File: src/rtl/rom_fetch_arbiter.sv
// Two-port arbiter in front of the single-port instruction ROM: fixed priority to fetch,
// starvation escape for the debug/loader port, registered one-cycle response pulses.
module rom_fetch_arbiter #(
   parameter int unsigned InstAddrWidth = 32,
   parameter int unsigned InstDataWidth = 32,
   parameter int unsigned InstMemNum    = 32,
   parameter int unsigned StarveLimit   = 4,
   parameter int unsigned CntWidth      = 3
) (
   input  logic                     clk,
   input  logic                     rst,

   input  logic                     m0_req,
   input  logic [InstAddrWidth-1:0] m0_addr,
   output logic                     m0_gnt,
   output logic                     m0_rvalid,
   output logic [InstDataWidth-1:0] m0_rdata,
   output logic                     m0_rerr,

   input  logic                     m1_req,
   input  logic [InstAddrWidth-1:0] m1_addr,
   output logic                     m1_gnt,
   output logic                     m1_rvalid,
   output logic [InstDataWidth-1:0] m1_rdata,
   output logic                     m1_rerr,

   output logic                     if_stall,

   output logic                     rom_ce,
   output logic [InstAddrWidth-1:0] rom_addr,
   input  logic [InstDataWidth-1:0] rom_inst
);

   localparam logic [CntWidth-1:0]      StarveMax = CntWidth'(StarveLimit);
   localparam logic [InstAddrWidth-1:0] MemWords  = InstAddrWidth'(InstMemNum);

   logic [CntWidth-1:0]      starve_cnt_q, starve_cnt_d;
   logic                     m0_rvalid_q, m0_rvalid_d;
   logic [InstDataWidth-1:0] m0_rdata_q, m0_rdata_d;
   logic                     m0_rerr_q, m0_rerr_d;
   logic                     m1_rvalid_q, m1_rvalid_d;
   logic [InstDataWidth-1:0] m1_rdata_q, m1_rdata_d;
   logic                     m1_rerr_q, m1_rerr_d;

   logic                     force1;
   logic                     win0, win1;
   logic [InstAddrWidth-1:0] win_addr;
   logic                     misaligned, out_of_range, bad;

   // Grants are suppressed while reset is held so nothing reaches the ROM.
   always_comb begin
      force1 = m1_req & (starve_cnt_q == StarveMax);
      win0   = 1'b0;
      win1   = 1'b0;
      if (rst) begin
         if (force1) begin
            win1 = 1'b1;
         end else if (m0_req) begin
            win0 = 1'b1;
         end else if (m1_req) begin
            win1 = 1'b1;
         end
      end
   end

   always_comb begin
      win_addr     = win1 ? m1_addr : m0_addr;
      misaligned   = (win_addr[1:0] != 2'b00);
      out_of_range = ({2'b00, win_addr[InstAddrWidth-1:2]} >= MemWords);
      bad          = misaligned | out_of_range;
   end

   assign m0_gnt   = win0;
   assign m1_gnt   = win1;
   assign if_stall = rst & m0_req & ~win0;
   assign rom_ce   = (win0 | win1) & ~bad;
   assign rom_addr = rom_ce ? win_addr : '0;

   always_comb begin
      m0_rvalid_d = win0;
      m0_rdata_d  = m0_rdata_q;
      m0_rerr_d   = m0_rerr_q;
      m1_rvalid_d = win1;
      m1_rdata_d  = m1_rdata_q;
      m1_rerr_d   = m1_rerr_q;
      if (win0) begin
         m0_rdata_d = bad ? '0 : rom_inst;
         m0_rerr_d  = bad;
      end
      if (win1) begin
         m1_rdata_d = bad ? '0 : rom_inst;
         m1_rerr_d  = bad;
      end
   end

   // Counts consecutive denied cycles of m1; any grant or dropped request restarts it.
   always_comb begin
      starve_cnt_d = '0;
      if (m1_req & ~win1) begin
         starve_cnt_d = (starve_cnt_q == StarveMax) ? starve_cnt_q : starve_cnt_q + 1'b1;
      end
   end

   always_ff @(posedge clk or negedge rst) begin
      if (!rst) begin
         starve_cnt_q <= '0;
         m0_rvalid_q  <= 1'b0;
         m0_rdata_q   <= '0;
         m0_rerr_q    <= 1'b0;
         m1_rvalid_q  <= 1'b0;
         m1_rdata_q   <= '0;
         m1_rerr_q    <= 1'b0;
      end else begin
         starve_cnt_q <= starve_cnt_d;
         m0_rvalid_q  <= m0_rvalid_d;
         m0_rdata_q   <= m0_rdata_d;
         m0_rerr_q    <= m0_rerr_d;
         m1_rvalid_q  <= m1_rvalid_d;
         m1_rdata_q   <= m1_rdata_d;
         m1_rerr_q    <= m1_rerr_d;
      end
   end

   assign m0_rvalid = m0_rvalid_q;
   assign m0_rdata  = m0_rdata_q;
   assign m0_rerr   = m0_rerr_q;
   assign m1_rvalid = m1_rvalid_q;
   assign m1_rdata  = m1_rdata_q;
   assign m1_rerr   = m1_rerr_q;

endmodule
File: config.mk
export PLATFORM = sky130hd
export DESIGN_NAME = rom_fetch_arbiter
export DESIGN_NICKNAME = d
export VERILOG_FILES = /design/src/rtl/rom_fetch_arbiter.sv
export SDC_FILE = /design/constraint.sdc
export NUM_CORES = 1
export LEC_CHECK = 0
export CAP_MARGIN = 30
export CORE_UTILIZATION = 40
export DETAILED_ROUTE_END_ITERATION = 6
export PLACE_DENSITY = 0.81
export SLEW_MARGIN = 10
export SYNTH_ARGS = -nofsm -noshare
export SYNTH_HDL_FRONTEND = slang
export SYNTH_SLANG_ARGS = --single-unit
File: constraint.sdc
create_clock -name clk -period 3.5 [get_ports clk]
set_input_delay 0.35 -clock clk [delete_from_list [all_inputs] [get_ports clk]]
set_output_delay 0.35 -clock clk [all_outputs]
set_load 0.01 [all_outputs]
==> reports/results.txt, run 1 <==
Status = complete, no violations
Fillers = 657
H-tree levels = 3
Setup tns final = 0 ps
CTS Buf Count = 9
Register-to-Register Path Depth = 7
Mapped Cells = 319
Slew HR = 52.6%
Clock latency on the worst-skew pair = 320 ps
Final hold violation count = 0
Synthesis-stage register bit count = 71
Reg-to-Reg End = m0_rdata[31]$_DFFE_PN0P_
PwrDens = 327 nW/um2
Fin. max-slew vios = 0
Fin area = 5350 um2
RR Startpoint = starve_cnt_q[0]$_DFFE_PN0P_
Maximum clock path buffer count = 2
Tcrit/Tclk final = 93.3%
Worst Hold Class = input port to asynchronous set/reset pin
Yosys warning total = 0
GRT overflow = 0
Number of diodes = 0
First-pass GRT wire length = 14.9 mm
Clock Skews = 9.08 ps
Cell Rows = 33
CP Max Fanout = 24
Post-DP Area = 5110 um2
Category of the most critical setup path = register to primary output
Maxcap violations = 0
Worst slack, placed = 294 ps
Layout area overhead = 59.0%
Register area share after synthesis = 52.8%
Critical Path End Type = primary output
CTS tree = yes
GRT Total Usage = 22.1%
Hpwl dp = 7.03 mm
Final wirelength = 9.52 mm
Top Ports = 204
WP data arrival = 2920 ps
Reg clk slew, reported paths = 70 ps
Syn Area/Cell = 10.5 um2
Tmin final = 3270 ps
Vias in the first global route = 3072
Register area = 1780 um2
Req. time, crit path = 3150 ps
Die W = 93.7 um
Leakage = 0.00225 uW
Fmax = 0.306 GHz
Starting DRC count in detailed routing = 103
I/O Buffers = 176
Slew at the pin with the worst max-slew slack = 703 ps
Die footprint = 8780 um2
Resized cells post-CTS = 0
Crit path launch type = register
Initial antenna violation count = 0
Fraction of layout cells with a size suffix above 1 = 8.45%
Post-route DRC violation count = 0
Vias per cell = 5.12
Starting Density = 41.1%
ANT nets after route = 0
Synth cell types = 37
Synth Cell Area = 3360 um2
Max IR drop VDD = 0.260 mV
Final setup viols = 0
Largest net degree at the start of global routing = 75
Multi-input gate area = 1370 um2
RSZ-0062 raised after global routing = false
Setup ws final = 235 ps
Via count = 3085
Post-CTS Setup Bufs = 0
FF-to-FF setup slack = 1240 ps
Chip height = 93.7 um
Root Driver = clkbuf_8
Cts hold-fix bufs = 0
Core ar. = 8180 um2
1st-pass router iterations = 4
Clock sinks = 71
Routed length per instance = 15.8 um
Nets = 595
GPL Wtd Cong = 0.798
## worst max path at each step
stage / slack (ps) / to / depth (start not counted) / startpoint
after floorplan: 1130 / rom_addr[3] / 7 / starve_cnt_q[0]$_DFFE_PN0P_
after global placement: 340 / rom_addr[4] / 6 / m1_addr[22]
after detailed placement: 290 / rom_addr[4] / 6 / m1_addr[22]
after CTS: 200 / rom_addr[4] / 7 / starve_cnt_q[0]$_DFFE_PN0P_
after global routing: 6 / rom_addr[3] / 7 / starve_cnt_q[0]$_DFFE_PN0P_
final: 230 / rom_addr[6] / 7 / starve_cnt_q[0]$_DFFE_PN0P_
## cell usage after synthesis, drive strengths merged
cell type  count  area, um2
mux2           1       15.0
conb           1       3.75
clkinv         1       3.75
o31a           1       8.76
a22o          32        280
a32oi          1       8.76
ha             2       25.0
nand3          3       15.0
nand2b         2       12.5
buf           36        273
a21bo          1       10.0
nor3           5       30.0
nand4          3       18.8
and2           1       6.26
clkbuf        12       45.0
nor2b          1       6.26
nand2         80        300
o21ai          2       10.0
nor4          11       83.8
a21oi          1       5.00
a2111oi        5       55.1
inv            3       11.3
o31ai         32        290
o211ai         1       7.51
a21boi         2       15.0
nor2           5       18.8
dfrtp         71       1780
o2bb2ai        1       8.76
or4            2       18.8
## critical path, cell delays in order, from the launching register on
cell             delay [ps]
dfrtp_1                 400
inv_1                    80
ha_1                    250
a21bo_2                 200
nand4_1                 230
o2bb2ai_4               370
a2111oi_1               450
clkdlybuf4s50_1         610
## power by group
group / total [uW] / leakage, uW / switching (uW) / internal, uW
logic: 216 / 0.00116 / 96.7 / 119
clock network: 708 / 0.000109 / 292 / 415
registers: 826 / 0.000979 / 2.38 / 823
## sequential cells by signal (all words and copies together), names as in the netlist
| signal | flops |
|---|---|
| starve_cnt_q | 3 |
| m1_rvalid | 1 |
| m0_rerr | 1 |
| m1_rerr | 1 |
| m0_rvalid | 1 |
| m1_rdata | 32 |
| m0_rdata | 32 |
## metrics by stage
step,hold slack [ps],cells,power [uW],util (%)
finish,114,602,1750,65.4
floorplan,54.4,345,920,-
global placement,461,586,1050,62.6
detailed placement,466,586,1060,62.6
CTS,320,601,1770,65.2
global route,130,602,1820,65.4
## cells by family after synthesis
| family | count (synthesis) | synth area share, % |
|---|---|---|
| other cells | 1 | 0.112 |
| buf+inv | 52 | 9.90 |
| simple gates | 113 | 15.2 |
| flops | 71 | 52.8 |
| mux | 1 | 0.446 |
| fa+ha+maj | 2 | 0.744 |
| compound gates | 79 | 20.8 |
## layer usage
layer,track usage (%),up-vias,wire (um)
li1,-,1434,-
met1,27.9,1508,3820
met2,38.0,135,4970
met3,4.45,8,650
met4,6.54,0,85
met5,0,-,0
## area by class of cell
type | instances | area share (%)
clock buffer | 11 | 2.64
sequential | 71 | 33.2
inverter | 4 | 0.281
tap | 105 | 2.46
clock inverter | 4 | 1.31
timing repair buffer | 185 | 34.4
multi-input combinational | 222 | 25.7
## cell usage in the layout (no fill, tap or decap), types with 2 or more instances in the layout
master / count
o31ai_2: 10
nor2_1: 5
o21ai_0: 2
o31ai_1: 22
clkinv_2: 2
dfrtp_1: 71
bufinv_16: 2
a2111oi_1: 4
inv_1: 3
a22o_1: 32
conb_1: 27
clkbuf_8: 10
nand2b_1: 2
clkdlybuf4s50_1: 175
ha_1: 2
nand2_1: 79
nor4_1: 10
nand4_1: 3
nand3_1: 3
nor3_1: 4
buf_4: 9
(Power assumes the default switching activity.)
==> run 2, diff against run 1 <==
--- a/config.mk
+++ b/config.mk
@@ -6,6 +6,7 @@
 export NUM_CORES = 1
 export LEC_CHECK = 0
 export CAP_MARGIN = 30
+export CORE_MARGIN = 4
 export CORE_UTILIZATION = 40
 export DETAILED_ROUTE_END_ITERATION = 6
 export PLACE_DENSITY = 0.81
==> run 2 against run 1 <==
  * Sequential power about the same
  * Register-to-register slack is essentially flat
  * Flip-flop and latch count unchanged
  * Final cell count decreased by 0.17%
  * Clock power fell by 25%
  * Critical path type unchanged
==> reports/results.txt, run 2 (synthesis gave the netlist of run 1 again) <==
Routed length per instance = 16.9 um
Crit path launch type = register
Starting Density = 40.9%
Slowest cell on crit path = clkdlybuf4s50_1
FF-to-FF setup slack = 1250 ps
CTS Buf Count = 9
Setup ws final = 249 ps
Root Driver = clkbuf_8
RSZ-0062 raised after global routing = false
Register area = 1780 um2
Nets = 595
Number of diodes = 0
Register-to-Register Path Depth = 7
Reg-to-Reg End = m0_rerr$_DFFE_PN0P_
Fmax = 0.308 GHz
Final hold violation count = 0
Worst Setup EP = rom_addr[3]
CP Max Fanout = 23
Via count = 3094
H-tree levels = 3
Most frequent cells in the layout = clkdlybuf4s50_1 (175), nand2_1 (80), dfrtp_1 (71), a22o_1 (32), conb_1 (27)
Critical path's largest stage delay = 610 ps
Multi-input gate area = 1370 um2
Core ar. = 8220 um2
Final setup viols = 0
Clock sinks = 71
Clock latency on the worst-skew pair = 320 ps
Placed cells = 587
Tcrit/Tclk final = 92.9%
GRT overflow = 0
Fin. max-slew vios = 0
Maximum clock path buffer count = 2
Slew HR = 49.0%
Reg clk slew, reported paths = 80 ps
Slew at the pin with the worst max-slew slack = 758 ps
Fraction of layout cells with a size suffix above 1 = 8.27%
Post-CTS Setup Bufs = 0
Clock Skews = 10.1 ps
Category of the most critical setup path = register to primary output
GPL Wtd Cong = 0.748
Vias per cell = 5.15
Die footprint = 9940 um2
Cell Rows = 33
Starting DRC count in detailed routing = 138
Worst slack, placed = 287 ps
ANT nets after route = 0
Largest net degree at the start of global routing = 48
Vias in the first global route = 3218
Final wirelength = 10.2 mm
First-pass GRT wire length = 16.3 mm
PwrDens = 298 nW/um2
Worst Hold Class = input port to asynchronous set/reset pin
Layout area overhead = 56.7%
Commonest non-fill, non-tap cell in the layout = clkdlybuf4s50_1
Hpwl dp = 7.73 mm
Req. time, crit path = 3150 ps
Cts hold-fix bufs = 0
GRT Total Usage = 20.6%
Top Ports = 204
I/O Buffers = 176
CTS tree = yes
WP data arrival = 2900 ps
Status = complete, no violations
Die W = 99.7 um
Maxcap violations = 0
Critical Path End Type = primary output
Fillers = 667
Resized cells post-CTS = 0
Max IR drop VDD = 0.136 mV
Layout Cells excl Fill = 601
Crit-path cells = inv_1 -> ha_1 -> a21bo_2 -> nand4_1 -> o2bb2ai_4 -> a2111oi_1 -> clkdlybuf4s50_1
Tmin final = 3250 ps
1st-pass router iterations = 4
Chip height = 99.7 um
Setup tns final = 0 ps
Post-route DRC violation count = 0
Initial antenna violation count = 0
RR Startpoint = starve_cnt_q[0]$_DFFE_PN0P_
Leakage = 0.00221 uW
Setup crit start = starve_cnt_q[0]$_DFFE_PN0P_
run 2: changes by cell type in the layout (fill, tap and decap cells not counted), sizes merged:
cell,delta
clkinv,+2
clkinvlp,+1
clkbuf,-2
bufinv,-2
run 2: layout make-up:
type                            instances  share of cell area [%]
Timing Repair Buffer                  185                    34.7
Sequential cell                        71                    33.7
Multi-Input combinational cell        222                    26.0
Tap cell                              105                    2.49
Clock buffer                            9                    2.35
Clock inverter                          5                   0.522
Inverter                                4                   0.285
run 2: worst max-delay path: cells and delay by family, from the launching register on:
family,cells,cell delay (ps)
and+or+nand+nor,1,230
adders and majority gates,1,240
DFF,1,400
buffers and inverters,2,700
AOI/OAI and AO/OA,3,1000
run 2: power breakdown:
group          total (uW)  switching, uW  internal (uW)
registers             826           2.31            823
clock network         532            288            244
logic                 213           96.0            117
run 2: stage by stage:
step | utilization, % | cell area [um2] | hold slack, ps | total power, uW
finish | 64.2 | 5270 | 62.7 | 1570
global route | 64.2 | 5270 | 77.7 | 1630
CTS | 64.2 | 5270 | 61.5 | 1580
detailed placement | 62.3 | 5120 | 422 | 1060
global placement | 62.3 | 5120 | 417 | 1050
floorplan | - | 3460 | 54.4 | 920
run 2: layer usage:
layer	part of all wire, %	vias to the layer above	global-route usage [%]
met5	0	-	0
met4	1.0	0	6.51
met3	8.2	8	4.77
met2	51	153	34.9
met1	39	1494	26.0
li1	-	1439	-
run 2: worst min path at each step:
| stage | endpoint | slack, ps | from | depth (start not counted) |
|---|---|---|---|---|
| 6_report | m0_rdata[30]$_DFFE_PN0P_ | 60 | rst | 2 |
| 5_1_grt | m1_rdata[27]$_DFFE_PN0N_ | 80 | rst | 2 |
| 4_1_cts | m1_rdata[25]$_DFFE_PN0N_ | 60 | rst | 2 |
| 3_5_place_dp | starve_cnt_q[0]$_DFFE_PN0P_ | 420 | rst | 2 |
| 3_3_place_gp | starve_cnt_q[1]$_DFFE_PN0P_ | 420 | rst | 2 |
| 2_1_floorplan | m0_rdata[0]$_DFFE_PN0P_ | 50 | rst | 0 |
==> run 3, diff against run 2 <==
--- a/config.mk
+++ b/config.mk
@@ -7,9 +7,10 @@
 export LEC_CHECK = 0
 export CAP_MARGIN = 30
 export CORE_MARGIN = 4
-export CORE_UTILIZATION = 40
+export CORE_UTILIZATION = 54
 export DETAILED_ROUTE_END_ITERATION = 6
-export PLACE_DENSITY = 0.81
+export DONT_BUFFER_PORTS = 1
+export PLACE_DENSITY = 0.65
 export SLEW_MARGIN = 10
 export SYNTH_ARGS = -nofsm -noshare
 export SYNTH_HDL_FRONTEND = slang
==> run 3 against run 2 <==
  * Fmax up 6.8%
  * Clock power up 23%
  * Highest routed layer unchanged
  * Largest power group unchanged
  * Critical path depth up 1
  * First-iteration DRC count up 14%
  * Flip-flop and latch count unchanged
  * Clock-buffer cell count up 3
  * Sequential power about the same
  * Core utilization down 4.3 points
  * Via count down 22%
  * Power about the same
==> reports/results.txt, run 3 (synthesis gave the netlist of run 1 again) <==
Status = complete, no violations
Die footprint = 7560 um2
Final hold violation count = 0
Post-route core utilization = 59.9%
Most frequent cells in the layout = nand2_1 (80), dfrtp_1 (71), a22o_1 (32), conb_1 (27), o31ai_1 (22)
Top Ports = 204
PwrDens = 438 nW/um2
Root Driver = clkbuf_8
1st-pass router iterations = 4
Final wirelength = 8.62 mm
Fraction of layout cells with a size suffix above 1 = 13.0%
CTS tree = yes
Leakage = 0.00161 uW
Fin. max-slew vios = 0
GPL Wtd Cong = 0.857
Final setup viols = 0
Routed length per instance = 21.6 um
GRT Total Usage = 23.2%
H-tree levels = 3
RSZ-0062 raised after global routing = false
Maximum clock path buffer count = 2
Maxcap violations = 0
Cell Rows = 28
Fin area = 3590 um2
Tmin final = 3040 ps
Slew HR = 48.7%
Clock Skews = 8.99 ps
Nets = 422
Fmax = 0.329 GHz
Max IR drop VDD = 0.242 mV
Post-route DRC violation count = 0
Category of the most critical setup path = register to primary output
Clock sinks = 71
I/O Buffers = 0
Number of diodes = 0
WP data arrival = 2690 ps
Setup tns final = 0 ps
Die W = 86.9 um
Crit path launch type = register
Largest net degree at the start of global routing = 72
Register area = 1780 um2
Layout area overhead = 6.62%
Core ar. = 5990 um2
Via count = 2418
ANT nets after route = 0
Clock latency on the worst-skew pair = 330 ps
Post-DP Area = 3350 um2
Initial antenna violation count = 0
Critical Path End Type = primary output
Slew at the pin with the worst max-slew slack = 761 ps
Starting Density = 56.1%
GRT overflow = 0
Tcrit/Tclk final = 87.0%
Fillers = 484
Worst Hold Class = input port to register
First-pass GRT wire length = 13.3 mm
Multi-input gate area = 1370 um2
CP Max Fanout = 21
Starting DRC count in detailed routing = 158
Vias in the first global route = 2475
Chip height = 86.9 um
Reg clk slew, reported paths = 70 ps
Vias per cell = 6.06
Req. time, crit path = 3150 ps
CTS Buf Count = 9
Commonest non-fill, non-tap cell in the layout = nand2_1
Hpwl dp = 6.12 mm
-- run 3: cell count changes in the layout (fill, tap and decap cells not counted), sizes merged --
cell	previous run	this run
clkdlybuf4s50	175	0
clkbuf	9	12
clkinv	5	2
buf	10	11
bufinv	0	1
dlygate4sd3	0	1
-- run 3: report_power, final --
| part | leakage [uW] | internal, uW | switching [uW] |
|---|---|---|---|
| sequential | 0.000979 | 823 | 3.09 |
| combinational | 0.000536 | 21.2 | 68.7 |
| clock | 0.0000985 | 363 | 289 |
| total | 0.00161 | 1210 | 361 |
-- run 3: per-layer routing --
metal | share of wire, % | track usage, %
met5 | 0 | 0
met4 | 2.6 | 10.6
met3 | 10 | 7.38
met2 | 52 | 39.1
met1 | 36 | 26.7
-- run 3: cell type report --
type	count	share of cell area, %
multi-input combinational	222	38.2
tap	75	2.62
sequential	71	49.5
timing repair buffer	12	3.70
inverter	4	0.419
clock inverter	3	1.19
clock buffer	12	4.33
-- run 3: repair_timing --
item | CTS | global route
buffers inserted | 0 | 0
hold buffers | 2 | 0
resized for setup | 0 | 0
hold endpoints to repair | 71 | 0
-- run 3: worst max-delay path, stage by stage (launching register included) --
cell       delay [ps]
dfrtp_1           400
inv_1              80
ha_1              230
a21bo_2           180
nand4_1           230
o2bb2ai_4         370
buf_16            240
a2111oi_1         420
buf_4             200
-- run 3: final timing paths --
check	startpoint	to	slack (ps)	cells past startpoint
worst max-delay path	starve_cnt_q[0]$_DFFE_PN0P_	rom_addr[5]	460	8
max in group asynchronous	rst	m0_rdata[5]$_DFFE_PN0P_	2640	2
min in group asynchronous	rst	m1_rdata[16]$_DFFE_PN0N_	550	2
worst min register to register	m0_rdata[16]$_DFFE_PN0P_	m0_rdata[16]$_DFFE_PN0P_	560	2
worst min-delay path	rom_inst[20]	m0_rdata[20]$_DFFE_PN0P_	140	2
worst max register to register	starve_cnt_q[0]$_DFFE_PN0P_	m1_rdata[25]$_DFFE_PN0N_	1280	8
-- run 3: stage by stage --
stage	setup WS, ps	power (uW)	instances	hold slack, ps
5_1_grt	281	1640	399	118
4_1_cts	444	1590	399	125
2_1_floorplan	1130	920	345	54.4
3_5_place_dp	823	911	382	56.1
6_report	457	1570	399	139
3_3_place_gp	911	910	381	56.0
